--- src/rtl/uart_block_framer_if.sv ---
// uart_block_framer_if: UART byte side and AES block side of the framer.
//   slave  : the framer (consumes rx bytes / blk_in, produces blocks / tx bytes)
//   master : the environment driving the framer (UART core + AES core)
//   uart_rx_ready, uart_data_from_rx : received byte strobe and data
//   uart_tx_ready, uart_data_to_tx, uart_tx_enable : transmit handshake
//   blk_out, blk_out_valid, blk_out_ready : assembled block to AES
//   blk_in, blk_in_valid, blk_in_ready   : result block from AES
//   rx_overrun, rx_timeout               : receive status
interface uart_block_framer_if;
    logic         uart_rx_ready;
    logic [7:0]   uart_data_from_rx;
    logic         uart_tx_ready;
    logic [7:0]   uart_data_to_tx;
    logic         uart_tx_enable;
    logic [127:0] blk_out;
    logic         blk_out_valid;
    logic         blk_out_ready;
    logic [127:0] blk_in;
    logic         blk_in_valid;
    logic         blk_in_ready;
    logic         rx_overrun;
    logic         rx_timeout;

    modport slave (
        input  uart_rx_ready, uart_data_from_rx, uart_tx_ready, blk_out_ready, blk_in, blk_in_valid,
        output uart_data_to_tx, uart_tx_enable, blk_out, blk_out_valid, blk_in_ready, rx_overrun, rx_timeout
    );

    modport master (
        output uart_rx_ready, uart_data_from_rx, uart_tx_ready, blk_out_ready, blk_in, blk_in_valid,
        input  uart_data_to_tx, uart_tx_enable, blk_out, blk_out_valid, blk_in_ready, rx_overrun, rx_timeout
    );
endinterface

--- src/rtl/uart_block_framer.sv ---
// uart_block_framer: packs 16 UART bytes into a 128-bit AES block and serialises result blocks back out.
//   clk  : system clock
//   rst  : synchronous active-high reset
//   bus  : uart_block_framer_if.slave carrying the UART byte handshakes, the
//          blk_out/blk_in valid/ready handshakes and the rx_overrun/rx_timeout status
// Both paths are big-endian: first byte on the wire is bits [127:120].
module uart_block_framer #(
    parameter int TIMEOUT_CYCLES = 4800000,
    parameter int TX_HOLDOFF     = 2
) (
    input logic               clk,
    input logic               rst,
    uart_block_framer_if.slave bus
);
    localparam int TW = $clog2(TIMEOUT_CYCLES);
    localparam int HW = $clog2(TX_HOLDOFF + 1);
    localparam logic [TW-1:0] T_LAST = TW'(TIMEOUT_CYCLES - 1);
    localparam logic [HW-1:0] H_LOAD = HW'(TX_HOLDOFF);

    typedef enum logic {R_COLLECT, R_FULL} rx_state_t;
    typedef enum logic [1:0] {T_IDLE, T_WAIT, T_SEND} tx_state_t;

    rx_state_t     rx_state, rx_state_d;
    tx_state_t     tx_state, tx_state_d;
    logic [127:0]  rx_shift, tx_shift;
    logic [3:0]    rx_cnt, tx_cnt;
    logic [TW-1:0] timer;
    logic [HW-1:0] holdoff;
    logic [7:0]    tx_data;
    logic          overrun, timeout;
    logic          rx_take, rx_expire, tx_load, tx_go;

    // RX: bytes shift in at the bottom, so after 16 bytes the first one sits in [127:120].
    // Expiry wins over completion: a byte coinciding with expiry starts a new block.
    always_comb begin
        rx_take    = rx_state == R_COLLECT && bus.uart_rx_ready;
        rx_expire  = rx_state == R_COLLECT && rx_cnt != 4'd0 && timer == T_LAST;
        rx_state_d = rx_state == R_COLLECT
                   ? ((rx_take && rx_cnt == 4'd15 && !rx_expire) ? R_FULL : R_COLLECT)
                   : (bus.blk_out_ready ? R_COLLECT : R_FULL);
    end

    always_ff @(posedge clk) begin
        if (rst) begin
            rx_state <= R_COLLECT;
            rx_shift <= '0;
            rx_cnt   <= '0;
            timer    <= '0;
            overrun  <= 1'b0;
            timeout  <= 1'b0;
        end else begin
            rx_state <= rx_state_d;
            timeout  <= rx_expire;
            if (rx_take)
                rx_shift <= {rx_shift[119:0], bus.uart_data_from_rx};
            if (rx_state == R_FULL && bus.uart_rx_ready)
                overrun <= 1'b1;
            // rx_cnt wraps 15 -> 0 on the 16th byte, so it is already 0 in R_FULL
            rx_cnt <= rx_expire ? {3'd0, rx_take} : rx_take ? rx_cnt + 4'd1 : rx_cnt;
            timer  <= (rx_take || rx_expire || rx_state != R_COLLECT || rx_cnt == 4'd0)
                    ? '0 : timer + TW'(1);
        end
    end

    // TX: the byte is latched on entry to T_SEND so it is on uart_data_to_tx
    // during the enable strobe and holds until the next send.
    always_comb begin
        tx_load    = tx_state == T_IDLE && bus.blk_in_valid;
        tx_go      = tx_state == T_WAIT && holdoff == '0 && bus.uart_tx_ready;
        tx_state_d = tx_state == T_IDLE ? (bus.blk_in_valid ? T_WAIT : T_IDLE)
                   : tx_state == T_WAIT ? (tx_go ? T_SEND : T_WAIT)
                   : (tx_cnt == 4'd15 ? T_IDLE : T_WAIT);
    end

    always_ff @(posedge clk) begin
        if (rst) begin
            tx_state <= T_IDLE;
            tx_shift <= '0;
            tx_cnt   <= '0;
            holdoff  <= '0;
            tx_data  <= '0;
        end else begin
            tx_state <= tx_state_d;
            if (tx_load)
                tx_shift <= bus.blk_in;
            else if (tx_go)
                tx_shift <= {tx_shift[119:0], 8'h00};
            if (tx_go)
                tx_data <= tx_shift[127:120];
            tx_cnt  <= tx_load ? 4'd0 : tx_state == T_SEND ? tx_cnt + 4'd1 : tx_cnt;
            // holdoff masks uart_tx_ready for a few cycles after each strobe,
            // covering the UART core's latency in dropping its ready flag
            holdoff <= tx_state == T_SEND ? H_LOAD : holdoff != '0 ? holdoff - HW'(1) : holdoff;
        end
    end

    assign bus.blk_out         = rx_shift;
    assign bus.blk_out_valid   = rx_state == R_FULL;
    assign bus.blk_in_ready    = tx_state == T_IDLE;
    assign bus.uart_tx_enable  = tx_state == T_SEND;
    assign bus.uart_data_to_tx = tx_data;
    assign bus.rx_overrun      = overrun;
    assign bus.rx_timeout      = timeout;
endmodule

--- src/flat_wrapper.sv ---
// flat-port wrapper written by rule: the top's interface ports become plain ports
module uart_block_framer_flat 
#(
    parameter int TIMEOUT_CYCLES = 4800000,
    parameter int TX_HOLDOFF     = 2
)
  (clk, rst, bus_uart_rx_ready, bus_uart_data_from_rx, bus_uart_tx_ready, bus_blk_out_ready, bus_blk_in, bus_blk_in_valid, bus_uart_data_to_tx, bus_uart_tx_enable, bus_blk_out, bus_blk_out_valid, bus_blk_in_ready, bus_rx_overrun, bus_rx_timeout);
  uart_block_framer_if bus_i ();
  input logic clk;
  input logic rst;
  input wire logic [$bits(bus_i.uart_rx_ready)-1:0] bus_uart_rx_ready;
  input wire logic [$bits(bus_i.uart_data_from_rx)-1:0] bus_uart_data_from_rx;
  input wire logic [$bits(bus_i.uart_tx_ready)-1:0] bus_uart_tx_ready;
  input wire logic [$bits(bus_i.blk_out_ready)-1:0] bus_blk_out_ready;
  input wire logic [$bits(bus_i.blk_in)-1:0] bus_blk_in;
  input wire logic [$bits(bus_i.blk_in_valid)-1:0] bus_blk_in_valid;
  output wire logic [$bits(bus_i.uart_data_to_tx)-1:0] bus_uart_data_to_tx;
  output wire logic [$bits(bus_i.uart_tx_enable)-1:0] bus_uart_tx_enable;
  output wire logic [$bits(bus_i.blk_out)-1:0] bus_blk_out;
  output wire logic [$bits(bus_i.blk_out_valid)-1:0] bus_blk_out_valid;
  output wire logic [$bits(bus_i.blk_in_ready)-1:0] bus_blk_in_ready;
  output wire logic [$bits(bus_i.rx_overrun)-1:0] bus_rx_overrun;
  output wire logic [$bits(bus_i.rx_timeout)-1:0] bus_rx_timeout;
  assign bus_i.uart_rx_ready = bus_uart_rx_ready;
  assign bus_i.uart_data_from_rx = bus_uart_data_from_rx;
  assign bus_i.uart_tx_ready = bus_uart_tx_ready;
  assign bus_i.blk_out_ready = bus_blk_out_ready;
  assign bus_i.blk_in = bus_blk_in;
  assign bus_i.blk_in_valid = bus_blk_in_valid;
  assign bus_uart_data_to_tx = bus_i.uart_data_to_tx;
  assign bus_uart_tx_enable = bus_i.uart_tx_enable;
  assign bus_blk_out = bus_i.blk_out;
  assign bus_blk_out_valid = bus_i.blk_out_valid;
  assign bus_blk_in_ready = bus_i.blk_in_ready;
  assign bus_rx_overrun = bus_i.rx_overrun;
  assign bus_rx_timeout = bus_i.rx_timeout;
  uart_block_framer #(.TIMEOUT_CYCLES(TIMEOUT_CYCLES), .TX_HOLDOFF(TX_HOLDOFF)) u_core (.clk(clk), .rst(rst), .bus(bus_i));
endmodule
--- config.mk ---
export PLATFORM = sky130hd
export DESIGN_NAME = uart_block_framer_flat
export DESIGN_NICKNAME = d
export VERILOG_FILES = /design/src/rtl/uart_block_framer_if.sv /design/src/rtl/uart_block_framer.sv /design/src/flat_wrapper.sv
export SDC_FILE = /design/constraint.sdc
export NUM_CORES = 1
export LEC_CHECK = 0
export ABC_AREA = 1
export CAP_MARGIN = 20
export CORE_MARGIN = 1
export CORE_UTILIZATION = 54
export DETAILED_ROUTE_END_ITERATION = 10
export GPL_TIMING_DRIVEN = 0
export PLACE_DENSITY_LB_ADDON = 0.25
export SYNTH_ARGS = -nofsm -noshare
export SYNTH_HDL_FRONTEND = slang
export SYNTH_SLANG_ARGS = --single-unit
--- constraint.sdc ---
create_clock -name clk -period 2.3 [get_ports clk]
set_clock_uncertainty 0.05 [all_clocks]
set_input_delay 0.46 -clock clk [delete_from_list [all_inputs] [get_ports clk]]
set_output_delay 0.46 -clock clk [all_outputs]
set_load 0.05 [all_outputs]
==> run_results.csv <==
group,metric,value,unit
setup_path,critPathTopFamily,"buffers and inverters",
routing,drc,0,
outcome,status,"completed",
power_and_ir_drop,p_int,0.009978,W
clock_network,numCtsBuffers,31,
routing,via_count,11770,
grt,grt_overflow,0,
grt,track_usage,29.30,%
placement,placed_cells,2186,
logic_synthesis,synth.most_common_cell,"nand2_1",
grt,grt_pass1_wl,53270,µm
clock_network,cts_max_path_buffers,3,
routing,viasPerCell,5.244,
floorplan,dieArea,22920,µm²
sta,slew_violations,0,
setup_path,slowest_delay,0.84,ns
logic_synthesis,syn_area_per_cell,7.416,µm²
grt,antenna_found_initial,1,
grt,grt_pass1_vias,10880,
sta,fmax,440.0,MHz
power_and_ir_drop,p_comb_share,16.9,%
power_and_ir_drop,p_sw_share,27.12,%
power_and_ir_drop,power.clock.fraction,40.9,%
setup_path,required,1.79,ns
clock_network,cts_tree,"built",
setup_path,cp.arrival,1.76,ns
logic_synthesis,synth_edf_count,0,
setup_path,cp_cell_sequence,"clkdlybuf4s50_1",
clock_network,htree_num_levels,1,
sta,fin_crit,2.273,ns
layout,seqCellArea,6046,µm²
setup_path,crit_type,"reg -> out",
logic_synthesis,syn_inst,1625,
routing,drt-initial-drc-count,752,
floorplan,rows,54,
setup_path,cp-start-kind,"flip-flop",
setup_path,cp_slowest_cell,"clkdlybuf4s50_1",
grt,grt_max_degree,15,
layout,final_nets,2085,
power_and_ir_drop,power_switching,0.003713,W
worst_hold_path,hold_path_class,"reg -> reg",
floorplan,die_w,151.4,µm
sta,setup_viol,0,
logic_synthesis,yosysTopAreaCellShare,50.17,%
power_and_ir_drop,p_per_area,835.0,nW/µm²
power_and_ir_drop,peakVddDrop,0.5870,mV
layout,nFillCells,1688,
logic_synthesis,synth_common_cells,"nand2_1 (390), nor2_1 (332), dfxtp_1 (302), o21ai_0 (138), a21oi_1 (89)",
layout,multi_input_area,5343,µm²
clock_network,insertion_delay,0.54,ns
clock_network,cts_root_buffer,"clkbuf_16",
setup_path,cp_max_fo,3,
logic_synthesis,synth_area_leaders,"dfxtp_1 (50%), nand2_1 (12%), nor2_1 (10%)",
layout,syn_to_final_growth,36.06,%
power_and_ir_drop,p_leak,6.257,nW
floorplan,initial_utilization,55.22,%
logic_synthesis,synth-main-ff-cell,"dfxtp_1",
sta,worst_pin_slew,0.6463,ns
routing,first_pass_iters,5,
setup_path,cp-end-kind,"primary output",
layout,drive_above_1_share,5.756,%
job,max-cap-violations,0,
floorplan,num_io_pins,283,
placement,place_congestion,0.9052,
logic_synthesis,synth_area_leader_cell,"dfxtp_1",
logic_synthesis,syn-cell-area,12050,µm²
floorplan,coreArea,21820,µm²
sta,relSlewSlack,56.91,%
logic_synthesis,synthArstFlopShare,0,%
placement,dp_hpwl,25050,µm
logic_synthesis,synth.ff_latch_count,302,
logic_synthesis,synth_cell_types,34,
routing,wirelength,34130,µm
logic_synthesis,synth_seq_area_share,50.17,%
floorplan,fp.dieH,151.4,µm
logic_synthesis,syn_nets,1771,
setup_path,cp.buffers_inverters,1,
clock_network,clkSinkCount,302,
layout,stdcell_count,2244,
sta,finalCritPeriodShare,98.81,%
power_and_ir_drop,seq_power_share,42.2,%
placement,port_buffers,281,
sta,finalSetupTns,0,ns
logic_synthesis,yosysWarnings,0,
sta,hold_viol,0,
routing,ant_nets,0,
routing,wire_per_inst,15.21,µm
clock_network,clkTransAtPathRegs,0.06,ns
==> flip-flops by register name, summed over array words and instances, names as in the netlist, 2 cells and up <==
register	count
u_core.tx_shift	128
u_core.tx_state	2
u_core.bus.uart_data_to_tx	8
u_core.rx_cnt	4
u_core.timer	23
u_core.bus.blk_out	128
u_core.holdoff	2
u_core.tx_cnt	4
==> final cells by class <==
class / instances / share of cell area, %
clock inverter: 15 / 1.717
sequential: 302 / 36.87
timing repair buffer: 281 / 17.27
inverter: 34 / 0.7936
tap: 280 / 2.137
buffer: 115 / 3.266
clock buffer: 42 / 5.349
multi-input combinational: 1174 / 32.58
antenna: 1 / 0.01526
==> kinds of logic (layout without fill, tap and decap cells) <==
logic type               count (synthesis)  in the layout  synth area share (%)
AO/OA/AOI/OAI                          350            350                 16.57
buffers and inverters                  149            487                 5.523
AND/OR/NAND/NOR                        804            804                 26.16
other                                    0              1                     0
adder cells (fa/ha/maj)                  4              4                0.4153
flip-flops                             302            302                 50.17
XOR/XNOR                                16             16                 1.163
==> worst paths after layout <==
| check | slack, ns | endpoint | startpoint | cells past startpoint |
|---|---|---|---|---|
| worst max register to register | 0.41 | u_core.bus.blk_out[53]$_SDFFE_PP0P_ | u_core.bus.blk_out_valid$_SDFF_PP0_ | 7 |
| worst max-delay path | 0.03 | bus_blk_out[14] | u_core.bus.blk_out[14]$_SDFFE_PP0P_ | 1 |
| worst min-delay path | 0.41 | u_core.timer[0]$_SDFF_PP0_ | u_core.timer[0]$_SDFF_PP0_ | 1 |
| worst min register to register | 0.41 | u_core.timer[0]$_SDFF_PP0_ | u_core.timer[0]$_SDFF_PP0_ | 1 |
==> cell usage in the layout, fill, tap and decap left out, types with 2 or more instances in the layout <==
cell type / instances
o21ai_0: 138
bufinv_16: 8
ha_1: 4
nand3b_1: 2
clkinv_2: 5
nor2_1: 331
nor3_1: 3
o21a_1: 70
inv_1: 30
buf_1: 5
buf_6: 3
xnor2_1: 4
clkbuf_16: 31
xor2_1: 12
dlymetal6s2s_1: 10
a21oi_1: 89
dfxtp_1: 302
buf_4: 10
nand2_1: 390
clkbuf_1: 67
nor2_2: 4
nand3_1: 63
clkbuf_8: 6
clkdlybuf4s50_1: 269
buf_2: 36
or2_2: 2
nand4_1: 3
a31oi_1: 50
inv_2: 2
==> metrics by stage <==
step / area [µm²] / util, % / setup WS [ns] / power [W] / hold WS, ns
final: 16400 / 75.13 / 0.02747 / 0.01369 / 0.4092
after global routing: 16400 / 75.13 / -0.009376 / 0.01420 / 0.4160
after CTS: 16380 / 75.04 / 0.01297 / 0.01372 / 0.4046
after detailed placement: 15210 / 69.72 / -0.1130 / 0.008173 / 0.3959
after global placement: 15210 / 69.72 / -0.03860 / 0.008129 / 0.3822
after floorplan: 12050 / - / 0.4443 / 0.007279 / 0.3675
==> metal layers <==
layer | global-route usage, % | vias up | wire length (µm)
met5 | 0 | - | 0
met1 | 36.34 | 5376 | 14130
met4 | 11.20 | 0 | 1067
met3 | 5.211 | 77 | 2334
li1 | - | 5909 | -
met2 | 50.34 | 406 | 16610
==> repair_timing <==
action                                  4_1_cts  5_1_grt
resized for setup                             5       12
endpoints found under the setup margin        2       11
buffers inserted                              0        0
hold buffers                                  0        0
pin swaps                                     0        0
==> power groups by stage <==
stage / combinational [W] / clock, W / sequential (W)
after floorplan: 0.000922 / 0 / 0.00636
after global placement: 0.00225 / 0 / 0.00588
after detailed placement: 0.00229 / 0 / 0.00588
after CTS: 0.00230 / 0.00564 / 0.00577
after global routing: 0.00249 / 0.00589 / 0.00581
final: 0.00231 / 0.00560 / 0.00578
Power figures use the tool's default switching activity.
==> edit: new RTL, config.mk and constraints unchanged <==
Reset style: asynchronous (`rst`), changed in 2 clocked blocks. Comments in the files are not updated.
--- a/src/rtl/uart_block_framer.sv
+++ b/src/rtl/uart_block_framer.sv
@@ -40,7 +40,7 @@
                    : (bus.blk_out_ready ? R_COLLECT : R_FULL);
     end
 
-    always_ff @(posedge clk) begin
+    always_ff @(posedge clk or posedge rst) begin
         if (rst) begin
             rx_state <= R_COLLECT;
             rx_shift <= '0;
@@ -72,7 +72,7 @@
                    : (tx_cnt == 4'd15 ? T_IDLE : T_WAIT);
     end
 
-    always_ff @(posedge clk) begin
+    always_ff @(posedge clk or posedge rst) begin
         if (rst) begin
             tx_state <= T_IDLE;
             tx_shift <= '0;
Formal check against the unedited RTL: differs if rst is asserted again (counterexample within 4 cycles, from zero or initial values and one cycle with rst high); with rst held inactive, the same outputs for 10 cycles.
==> edit against the original RTL <==
First-iteration DRC count shrank 4.5%; synthesized cell count shrank 18%; sequential share of layout area grew 7.4 points; cell area grew 4.2%; worst setup slack lost 2.2 ps; via count shrank 9.4%; utilization shrank 0.13 points; sequential cell count is the same; count of clock-buffer cells in the layout shrank 1; wire length shrank 0.95%; global-route usage shrank 0.44 points; synthesized area grew 4.7%; critical path type unchanged; critical endpoint is now bus_blk_out[25].
Power is not compared: it rests on default switching activity, and its combinational part moved more than twofold at a synthesized area within 25%.
==> edit: results (changes against the original RTL) <==
[placed_design]
routabilityCongestion=0.8953  ; was 0.9052
port_buffers=282  ; was 281
placed_area_um2=16010  ; was 15210 µm²
pre_cts_slack_ps=26.20  ; was -113.0 ps
placedCellCount=1932  ; was 2186
dp_hpwl_um=24880  ; was 25050 µm

[synthesis]
ys_top_cells_by_count=nand2_1, dfrtp_1, inv_1  ; was nand2_1, nor2_1, dfxtp_1
synthArstFlopShare_pct=100.0  ; was 0%
ys_seq_area_share_pct=59.88  ; was 50.17%
synth_cell_type_count=38  ; was 34
synthFlopType=dfrtp_1  ; was dfxtp_1
synth_area_leaders=dfrtp_1, nand2_1, o221ai_1  ; was dfxtp_1, nand2_1, nor2_1
yosys_warnings=0  ; unchanged
syn_nets=1476  ; was 1771
synthCells=1329  ; was 1625

[global_routing]
grt_use_met1_pct=36.56  ; was 36.34%
grt_use_met3_pct=4.345  ; was 5.211%
grt_max_degree=43  ; was 15
grt_use_met2_pct=49.87  ; was 50.34%
grt_usage_pct=28.86  ; was 29.30%
grt_pass1_wl_um=54630  ; was 53270 µm
grt_pass1_vias=10790  ; was 10.88k

[clocking]
cts-buffers-inserted=30  ; was 31
cts_resized=22  ; was 5

[run_status]
status=finished, final reports clean  ; unchanged

[drt]
detail_route.iter0.violations=718  ; was 752
wl_met3_um=2122  ; was 2334 µm
wl_per_cell_um=17.02  ; was 15.21 µm
routed-wl-met2_um=16950  ; was 16610 µm
avgViaCountPerCell=5.371  ; was 5.244
met1_length_um=13400  ; was 14130 µm

[layout]
drive_gt1_share_pct=8.911  ; was 5.756%
final_cell_count_no_fill=1986  ; was 2244

[sta]
hold_ws_ps=224.4  ; was 409.2 ps
worstMarginPinSlew_ps=606.1  ; was 646.3 ps

[critical_path]
cpPeakStageDelay_ps=820  ; was 840 ps
critPathMaxFanout=3  ; unchanged

[worst_hold_path]
hold_class=in -> async  ; was reg -> reg

edit: changes by cell type in the layout (fill, tap and decap cells not counted), sizes merged, moves of 50 or more:
cell,unedited run,this run
o221ai,0,110
inv,34,214
nor2,336,60
dfrtp,0,302
o21a,70,0
dfxtp,302,0
a21oi,89,9
a31oi,50,0
edit: path summary, 6_finish.rpt:
| path | slack, ps | startpoint | depth (start not counted) | end |
|---|---|---|---|---|
| min in group clk | 410 | bus_blk_in[5] | 3 | u_core.tx_shift[5] |
| worst min-delay path | 220 | rst | 2 | u_core.timer[9] |
| max in group asynchronous | 740 | rst | 6 | u_core.tx_shift[67] |
| worst min register to register | 430 | u_core.bus.blk_out[122] | 2 | u_core.bus.blk_out[122] |
| worst max-delay path | 30 | u_core.bus.blk_out[25] | 1 | bus_blk_out[25] |
| worst max register to register | 510 | u_core.holdoff[0] | 7 | u_core.tx_shift[25] |
edit: cells by family (layout without fill, tap and decap cells):
family          count (synthesis)  count (layout)  share of synthesized area (%)
simple gates                  450             450                          14.56
flops                         302             302                          59.89
buf+inv                       287             630                          9.826
compound gates                272             272                          14.33
xor+xnor                       13              13                         0.9022
fa+ha+maj                       5               5                         0.4957
other cells                     0               1                              0
edit: where the power goes:
group / internal, mW / switching (mW)
combinational: 3.48 / 7.28
clock: 3.06 / 2.04
sequential: 7.48 / 1.12
edit: layout make-up:
cell class	instances	area, µm²
clock inverters	12	140.1
repair buffers	290	3024
inverters	215	813.3
well taps	313	391.6
fillers	1545	5693
clock buffers	41	903.4
diodes	1	2.502
flip-flops and latches	302	7557
plain buffers	72	430.4
multi-input cells	740	3822
